<file path="src/rtl/pe_mb.sv">
// Weight-stationary systolic MAC PE with a ring of preloadable weight banks.
// Commits fill banks behind the active one; idle cycles (en_in=0) rotate to the next ready bank.
module pe_mb #(
  parameter int DATA_WIDTH = 16,
  parameter int ACC_WIDTH  = 40,
  parameter int NUM_WBANK  = 2,
  parameter int SIGNED     = 1,
  parameter int SATURATE   = 0
) (
  input  logic                           clk,
  input  logic                           rst,
  input  logic                           en_in,
  input  logic [DATA_WIDTH-1:0]          in,
  input  logic [ACC_WIDTH-1:0]           psum_in,
  input  logic                           w_wen_in,
  input  logic [DATA_WIDTH-1:0]          w_in,
  input  logic                           w_commit_in,
  output logic                           en_out,
  output logic [DATA_WIDTH-1:0]          pass_out,
  output logic [ACC_WIDTH-1:0]           psum_out,
  output logic                           w_wen_out,
  output logic [DATA_WIDTH-1:0]          w_out,
  output logic                           w_commit_out,
  output logic [$clog2(NUM_WBANK):0]     ready_cnt,
  output logic                           err_out
);
  localparam int PW  = $clog2(NUM_WBANK);
  localparam int CW  = PW + 1;
  localparam int PRW = 2 * DATA_WIDTH;
  localparam int PAD = ACC_WIDTH + 1 - PRW;

  logic [DATA_WIDTH-1:0] bank_q [NUM_WBANK];
  logic [PW-1:0]         rd_q, wr_q, rd_d, wr_d;
  logic [CW-1:0]         ready_q, ready_d;
  logic [DATA_WIDTH-1:0] w_q, pass_q;
  logic [ACC_WIDTH-1:0]  psum_q, psum_d;
  logic                  en_q, wen_q, com_q, err_q;
  logic                  swap, commit_ok;

  logic [DATA_WIDTH-1:0] wt;
  logic [PRW-1:0]        a_x, w_x, prod;
  logic [ACC_WIDTH:0]    sum;
  logic                  sgn;

  assign sgn = (SIGNED != 0);
  assign wt  = bank_q[rd_q];

  always_comb begin
    swap      = !en_in && (ready_q != '0);
    commit_ok = w_commit_in && ((ready_q < CW'(NUM_WBANK - 1)) || swap);
    rd_d      = (rd_q == PW'(NUM_WBANK - 1)) ? '0 : rd_q + PW'(1);
    wr_d      = (wr_q == PW'(NUM_WBANK - 1)) ? '0 : wr_q + PW'(1);
    ready_d   = ready_q + CW'(commit_ok) - CW'(swap);
  end

  // Operands extended to the product width so one multiplier serves both signednesses.
  always_comb begin
    a_x    = {{DATA_WIDTH{sgn & in[DATA_WIDTH-1]}}, in};
    w_x    = {{DATA_WIDTH{sgn & wt[DATA_WIDTH-1]}}, wt};
    prod   = a_x * w_x;
    sum    = {{PAD{sgn & prod[PRW-1]}}, prod} + {sgn & psum_in[ACC_WIDTH-1], psum_in};
    psum_d = sum[ACC_WIDTH-1:0];
    if (SATURATE != 0) begin
      if (SIGNED != 0) begin
        if (sum[ACC_WIDTH] != sum[ACC_WIDTH-1])
          psum_d = sum[ACC_WIDTH] ? {1'b1, {(ACC_WIDTH-1){1'b0}}} : {1'b0, {(ACC_WIDTH-1){1'b1}}};
      end else if (sum[ACC_WIDTH]) begin
        psum_d = '1;
      end
    end
  end

  always_ff @(posedge clk) begin
    if (rst) begin
      for (int i = 0; i < NUM_WBANK; i++) bank_q[i] <= '0;
      rd_q    <= '0;
      wr_q    <= PW'(1);
      ready_q <= '0;
      w_q     <= '0;
      pass_q  <= '0;
      psum_q  <= '0;
      en_q    <= 1'b0;
      wen_q   <= 1'b0;
      com_q   <= 1'b0;
      err_q   <= 1'b0;
    end else begin
      en_q    <= en_in;
      wen_q   <= w_wen_in;
      com_q   <= w_commit_in;
      ready_q <= ready_d;
      if (w_wen_in) w_q <= w_in;
      if (commit_ok) begin
        bank_q[wr_q] <= w_q;
        wr_q         <= wr_d;
      end
      if (w_commit_in && !commit_ok) err_q <= 1'b1;
      if (swap) rd_q <= rd_d;
      if (en_in) begin
        pass_q <= in;
        psum_q <= psum_d;
      end
    end
  end

  assign en_out       = en_q;
  assign pass_out     = pass_q;
  assign psum_out     = psum_q;
  assign w_wen_out    = wen_q;
  assign w_out        = w_q;
  assign w_commit_out = com_q;
  assign ready_cnt    = ready_q;
  assign err_out      = err_q;
endmodule

</file>
<file path="config.mk">
export PLATFORM = sky130hd
export DESIGN_NAME = pe_mb
export DESIGN_NICKNAME = d
export VERILOG_FILES = /design/src/rtl/pe_mb.sv
export SDC_FILE = /design/constraint.sdc
export NUM_CORES = 1
export LEC_CHECK = 0
export ABC_AREA = 1
export CAP_MARGIN = 20
export CORE_UTILIZATION = 49
export CTS_CLUSTER_SIZE = 30
export DETAILED_ROUTE_END_ITERATION = 8
export GPL_ROUTABILITY_DRIVEN = 0
export PLACE_DENSITY = 0.7
export SLEW_MARGIN = 25
export SYNTH_ARGS = -nofsm -noshare
export SYNTH_HDL_FRONTEND = slang
export SYNTH_SLANG_ARGS = --single-unit
</file>
<file path="constraint.sdc">
create_clock -name clk -period 14.8 [get_ports clk]
set_clock_uncertainty 0.1 [all_clocks]
set_input_delay 3.7 -clock clk [delete_from_list [all_inputs] [get_ports clk]]
set_output_delay 3.7 -clock clk [all_outputs]
set_load 0.02 [all_outputs]
</file>
==> results of run 1 <==
-- synthesized netlist by cell type (all sizes together) (12+ instances only) --
| cell | n |
|---|---|
| a21oi | 68 |
| o21ai | 71 |
| nor2 | 308 |
| inv | 595 |
| clkbuf | 38 |
| fa | 330 |
| edfxtp | 32 |
| or2 | 25 |
| nand2 | 410 |
| nand3 | 62 |
| ha | 117 |
| buf | 17 |
| xor2 | 12 |
| dfxtp | 81 |
-- kinds of logic (layout without fill, tap and decap cells) --
kind of cell	Yosys count	in the layout
XOR/XNOR	18	18
AO/OA/AOI/OAI	151	151
flip-flops	113	113
adder cells (fa/ha/maj)	447	447
AND/OR/NAND/NOR	825	825
buffers and inverters	657	795
-- routing by layer --
layer	wire length, um	share of wire	global-route usage	up-vias
met4	2030	0.042	0.131	0
met3	3510	0.074	0.0391	132
met5	0	0	0	-
met2	22800	0.48	0.468	607
met1	19400	0.41	0.361	7047
li1	-	-	-	6667
-- worst max path at each step --
stage	endpoint	slack [ns]	startpoint	depth (start not counted)
global placement	psum_out[35]	4.27	in[15]	21
floorplan	psum_out[39]	5.33	in[15]	24
finish	psum_out[35]	4.57	in[15]	21
detailed placement	psum_out[35]	4.19	in[15]	21
global route	psum_out[35]	4.17	in[15]	21
CTS	psum_out[35]	4.65	in[15]	21
-- layout make-up --
cell class	instances	area, um^2
Clock buffer	20	500
Timing Repair Buffer	161	1590
Inverter	602	2260
Clock inverter	12	115
Multi-Input combinational cell	1441	12400
Sequential cell	113	2580
Tap cell	455	569
Fill cell	3158	14800
-- state kept, by name (all words and copies together), names as in the netlist, named ones only --
name / cells
w_commit_out: 1
en_out: 1
psum_out: 40
ready_cnt: 2
rd_q: 1
err_out: 1
w_out: 16
w_wen_out: 1
pass_out: 16
bank_q: 32
wr_q: 1
-- critical path, delay by kind of cell --
family / cells / cell delay, ns
fa+ha+maj: 7 / 3.82
buf+inv: 6 / 1.58
simple gates: 8 / 1.35
-- cells in the final DEF, fill, tap and decap left out, types with 4 or more instances in the layout --
cell type	n
edfxtp_1	32
dfxtp_1	81
nor2_1	298
clkdlybuf4s50_1	153
buf_4	7
xor2_1	12
clkinv_1	8
xnor2_1	6
fa_1	330
nand4_1	10
nand2_2	15
nor3_2	4
nand2_1	395
nor2_2	10
o21ai_1	7
a21oi_1	64
o21bai_1	9
inv_6	4
ha_1	117
o21ai_0	62
clkbuf_16	20
or2_2	24
nand3_1	59
inv_1	581
inv_2	14
-- through the flow --
step                      hold slack, ns   util  instance area (um^2)  setup WS, ns
final                              0.351  0.576                 20000          4.57
after global routing               0.364  0.576                 20000          4.17
after CTS                          0.348  0.576                 20000          4.65
after detailed placement           0.339  0.558                 19400          4.19
after global placement             0.336  0.558                 19400          4.27
after floorplan                    0.326      -                 17500          5.33
==> impl_metrics.tcl, run 1 <==
set metrics [dict create \
    outcome "complete, no violations" \
    holdPathEnd "rd_q" \
    drt_iter0_drc 1069 \
    setup_viol 0 \
    grt_use_total 0.281 \
    synth_fa_ha_area_frac 0.461 \
    start_util 0.503 \
    clkSinkCount 113 \
    layout_min_cycle_time_ns 10.23 \
    postCtsHoldBufs 0 \
    worstPathCellList "clkdlybuf4s50_1 -> inv_1 -> nor2_1 -> fa_1 -> fa_1 -> inv_1 -> fa_1 -> fa_1 -> inv_1 -> fa_1 -> fa_1 -> ha_1 -> nand2_1 -> inv_1 -> nand2_1 -> nor3_1 -> nand3_1 -> nand3_1 -> nand3_1 -> nand2_1 -> inv_1" \
    vias 14500 \
    fmax_ghz 0.0978 \
    io_buffers 154 \
    post-cts-setup-buffers 0 \
    dp_cells 2772 \
    die-area_mm2 0.0365 \
    ys_warn_count 0 \
    clk_path_buf_depth 2 \
    endpoint_kind "register" \
    cts_made_buffers 17 \
    grt_pass1_wl_um 78200 \
    cpMaxStageDelayCell "fa_1" \
    area_growth_syn_to_layout_pct 14.5 \
    worst_slew_margin_rel 0.366 \
    netlist_instances 2211 \
    tritoncts "built" \
    hold_viol_final 0 \
    reg2reg_to "psum_out[35]" \
    critical_path.startpoint_type "input pin" \
    die_w_um 191 \
    synth-main-ff-cell "dfxtp_1" \
    cts_htree_levels 4 \
    synth_cell_types 38 \
    post_cts_resized 0 \
    syn_area_mm2 0.0175 \
    ys_seq_area_frac 0.148 \
    required_ns 15.05 \
    drtPass1Iterations 5 \
    synth_simple_gate_area_frac 0.193 \
    ioPinCount 155 \
    ys_seq_elements 113 \
    synth_xor_area_frac 0.00901 \
    path_max_fanout 11 \
    wl_per_cell_um 17.0 \
    antenna_cells 0 \
    synth-compound-area-share 0.0468 \
    slowest_delay_ns 0.74 \
    vias_per_cell 5.15 \
    cap_violations 0 \
    slew_violations 0 \
    post-route-period-util 0.691 \
    clkTransAtPathRegs_ns 0.06 \
    ys_async_sr_fraction 0 \
    nNetsFinal 2860 \
    die_y_um 191 \
    syn-num-nets 2735 \
    fin_tns_setup_ns 0 \
    instances_no_fill 2804 \
    hold_start "rd_q" \
    drc_errors 0 \
    min_path_cells 1 \
    synth_top_area_share 0.378 \
    grt_max_degree 82 \
    reg2reg_depth 22 \
    row_count 68 \
    layout-drive-gt1-share 0.0490 \
    rsz0062_at_grt "false" \
    totalWireLength_um 47700 \
    synth_top_area_cell "fa_1" \
    worstPathArrival_ns 10.48 \
    grt_pass1_vias 15200 \
    hold_class "register to register" \
    clk_latency_ns 0.45 \
    synthMuxAreaShare 0 \
    core_mm2 0.0348 \
    antenna_found_initial 0 \
    synth_area_leaders "fa_1 38%, inv_1 12%, dfxtp_1 9.3%" \
    globalRouteOverflowTotal 0 \
    root_buffer "clkbuf_16" \
    synth_area_per_cell_um2 7.91 \
    worst_pin_slew_ns 0.951 \
    dp_hpwl_um 39700 \
    crit_path_frequent_cell "fa_1" \
    reg2reg_setup_slack_ns 7.24 \
    synth_top_family_by_area "adder cells" \
    postRouteAntennaNets 0 \
    synth_edf_count 32 \
    worstSetupPathType "input pin to register" \
]
Power of run 1 is not shown: default switching activity piles up to over one toggle a cycle in this logic, so the estimate is an artifact.
==> run 2: changes to the inputs <==
- clock period: 14.8 -> 9.8 ns (I/O delays scaled with it)
==> run 2 against run 1 <==
  * Register-to-register slack worse by 4.9 ns
  * Routed wire length is 1.2% higher
  * First-iteration DRC count rose by 19%
  * Critical endpoint is now psum_out[33]
  * Via count rose by 0.13%
  * Utilization is 0.19 points higher
  * Sequential share of layout area about the same
  * Highest routed layer unchanged
  * Clock-buffer cell count decreased by 1
  * Die area unchanged
  * Cell area is 0.32% higher
==> impl_metrics.tcl, run 2 (synthesis gave the netlist of run 1 again) <==
set metrics [dict create \
    ioPinCount 155 \
    path_buf_inv 7 \
    start_util 0.503 \
    hold_viol_final 0 \
    io_buffers 154 \
    antenna_cells 0 \
    core_mm2 0.0348 \
    wl_per_cell_um 17.2 \
    drt_iter0_drc 1273 \
    globalRouteOverflowTotal 0 \
    hold_class "register to register" \
    largest_register_ffs 40 \
    path_max_fanout 11 \
    cts_htree_levels 4 \
    grt_pass1_vias 15500 \
    worstPathArrival_ns 8.82 \
    layout-drive-gt1-share 0.0530 \
    critical_path.startpoint_type "input pin" \
    rsz0062_at_grt "false" \
    endpoint_kind "register" \
    post-route-period-util 0.876 \
    use_met3 0.0507 \
    busiest_layer "met2" \
    cap_violations 0 \
    postRouteAntennaNets 0 \
    post-cts-setup-buffers 0 \
    fmax_ghz 0.116 \
    totalWireLength_um 48300 \
    slew_violations 0 \
    fin_tns_setup_ns 0 \
    clkTransAtPathRegs_ns 0.06 \
    die_w_um 191 \
    grt_use_total 0.285 \
    row_count 68 \
    antenna_found_initial 1 \
    cp_top_family "adder cells" \
    vias 14500 \
    use_met2 0.479 \
    grt_pass1_wl_um 79200 \
    post_cts_resized 0 \
    die_y_um 191 \
    final_common_cell "inv_1" \
    layout_min_cycle_time_ns 8.58 \
    root_buffer "clkbuf_16" \
    tritoncts "built" \
    grt_max_degree 82 \
    postCtsHoldBufs 0 \
    use_met1 0.361 \
    worstPathCellList "clkdlybuf4s50_1 -> inv_1 -> nor2_1 -> fa_1 -> fa_1 -> inv_1 -> fa_1 -> inv_1 -> fa_1 -> fa_1 -> inv_1 -> fa_1 -> inv_1 -> ha_1 -> nand2_1 -> nor2_1 -> nand2_1 -> nor3_1 -> nand2_1 -> nand3_1 -> nand3_1 -> nand2_1 -> inv_1" \
    dp_hpwl_um 40300 \
    drc_errors 0 \
    outcome "complete, no violations" \
    area_growth_syn_to_layout_pct 14.9 \
    cts_made_buffers 17 \
    drtPass1Iterations 5 \
    clkSinkCount 113 \
    vias_per_cell 5.14 \
    clk_latency_ns 0.45 \
    worst_pin_slew_ns 0.939 \
    cpMaxStageDelayCell "fa_1" \
    required_ns 10.03 \
    clk_path_buf_depth 2 \
    nNetsFinal 2869 \
    setup_viol 0 \
    slowest_delay_ns 0.64 \
    die-area_mm2 0.0365 \
    final_cell_mix "581 x inv_1, 395 x nand2_1, 330 x fa_1, 298 x nor2_1, 153 x clkdlybuf4s50_1" \
    worst_slew_margin_rel 0.370 \
    worstSetupPathType "input pin to register" \
]
[run 2: cell count changes in the layout (fill, tap and decap cells not counted), sizes merged]
cell and delta:
buf +9, bufinv +1, clkbuf -1, clkinv +2
clkinvlp -2
[run 2: metal layers]
| metal | routed length (um) | part of all wire |
|---|---|---|
| met5 | 0 | 0 |
| met4 | 1830 | 0.038 |
| met3 | 3970 | 0.082 |
| met2 | 23100 | 0.48 |
| met1 | 19300 | 0.40 |
[run 2: cell type report]
class	instances	area [um^2]
Sequential cell	113	2580
Tap cell	455	569
Multi-Input combinational cell	1441	12400
Inverter	602	2260
Clock inverter	13	149
Timing Repair Buffer	170	1660
Clock buffer	19	464
Fill cell	3129	14700
[run 2: metrics by stage]
stage	worst slack, ns	util	instance area [um^2]	cells	hold WS (ns)
final	1.22	0.578	20100	2813	0.357
after global routing	0.760	0.578	20100	2813	0.381
after CTS	1.27	0.578	20100	2813	0.360
after detailed placement	0.825	0.560	19500	2781	0.352
after global placement	0.916	0.560	19500	2781	0.337
after floorplan	1.58	-	17500	2211	0.326
[run 2: path summary, 6_finish.rpt]
path,from,end,slack [ns],depth (start not counted)
setup / recovery,in[15],psum_out[33],1.22,23
hold / removal,rd_q,rd_q,0.36,1
setup reg to reg,register,psum_out[35],2.37,22
hold reg to reg,rd_q,rd_q,0.36,1
Power of run 2 is left out for the same reason.
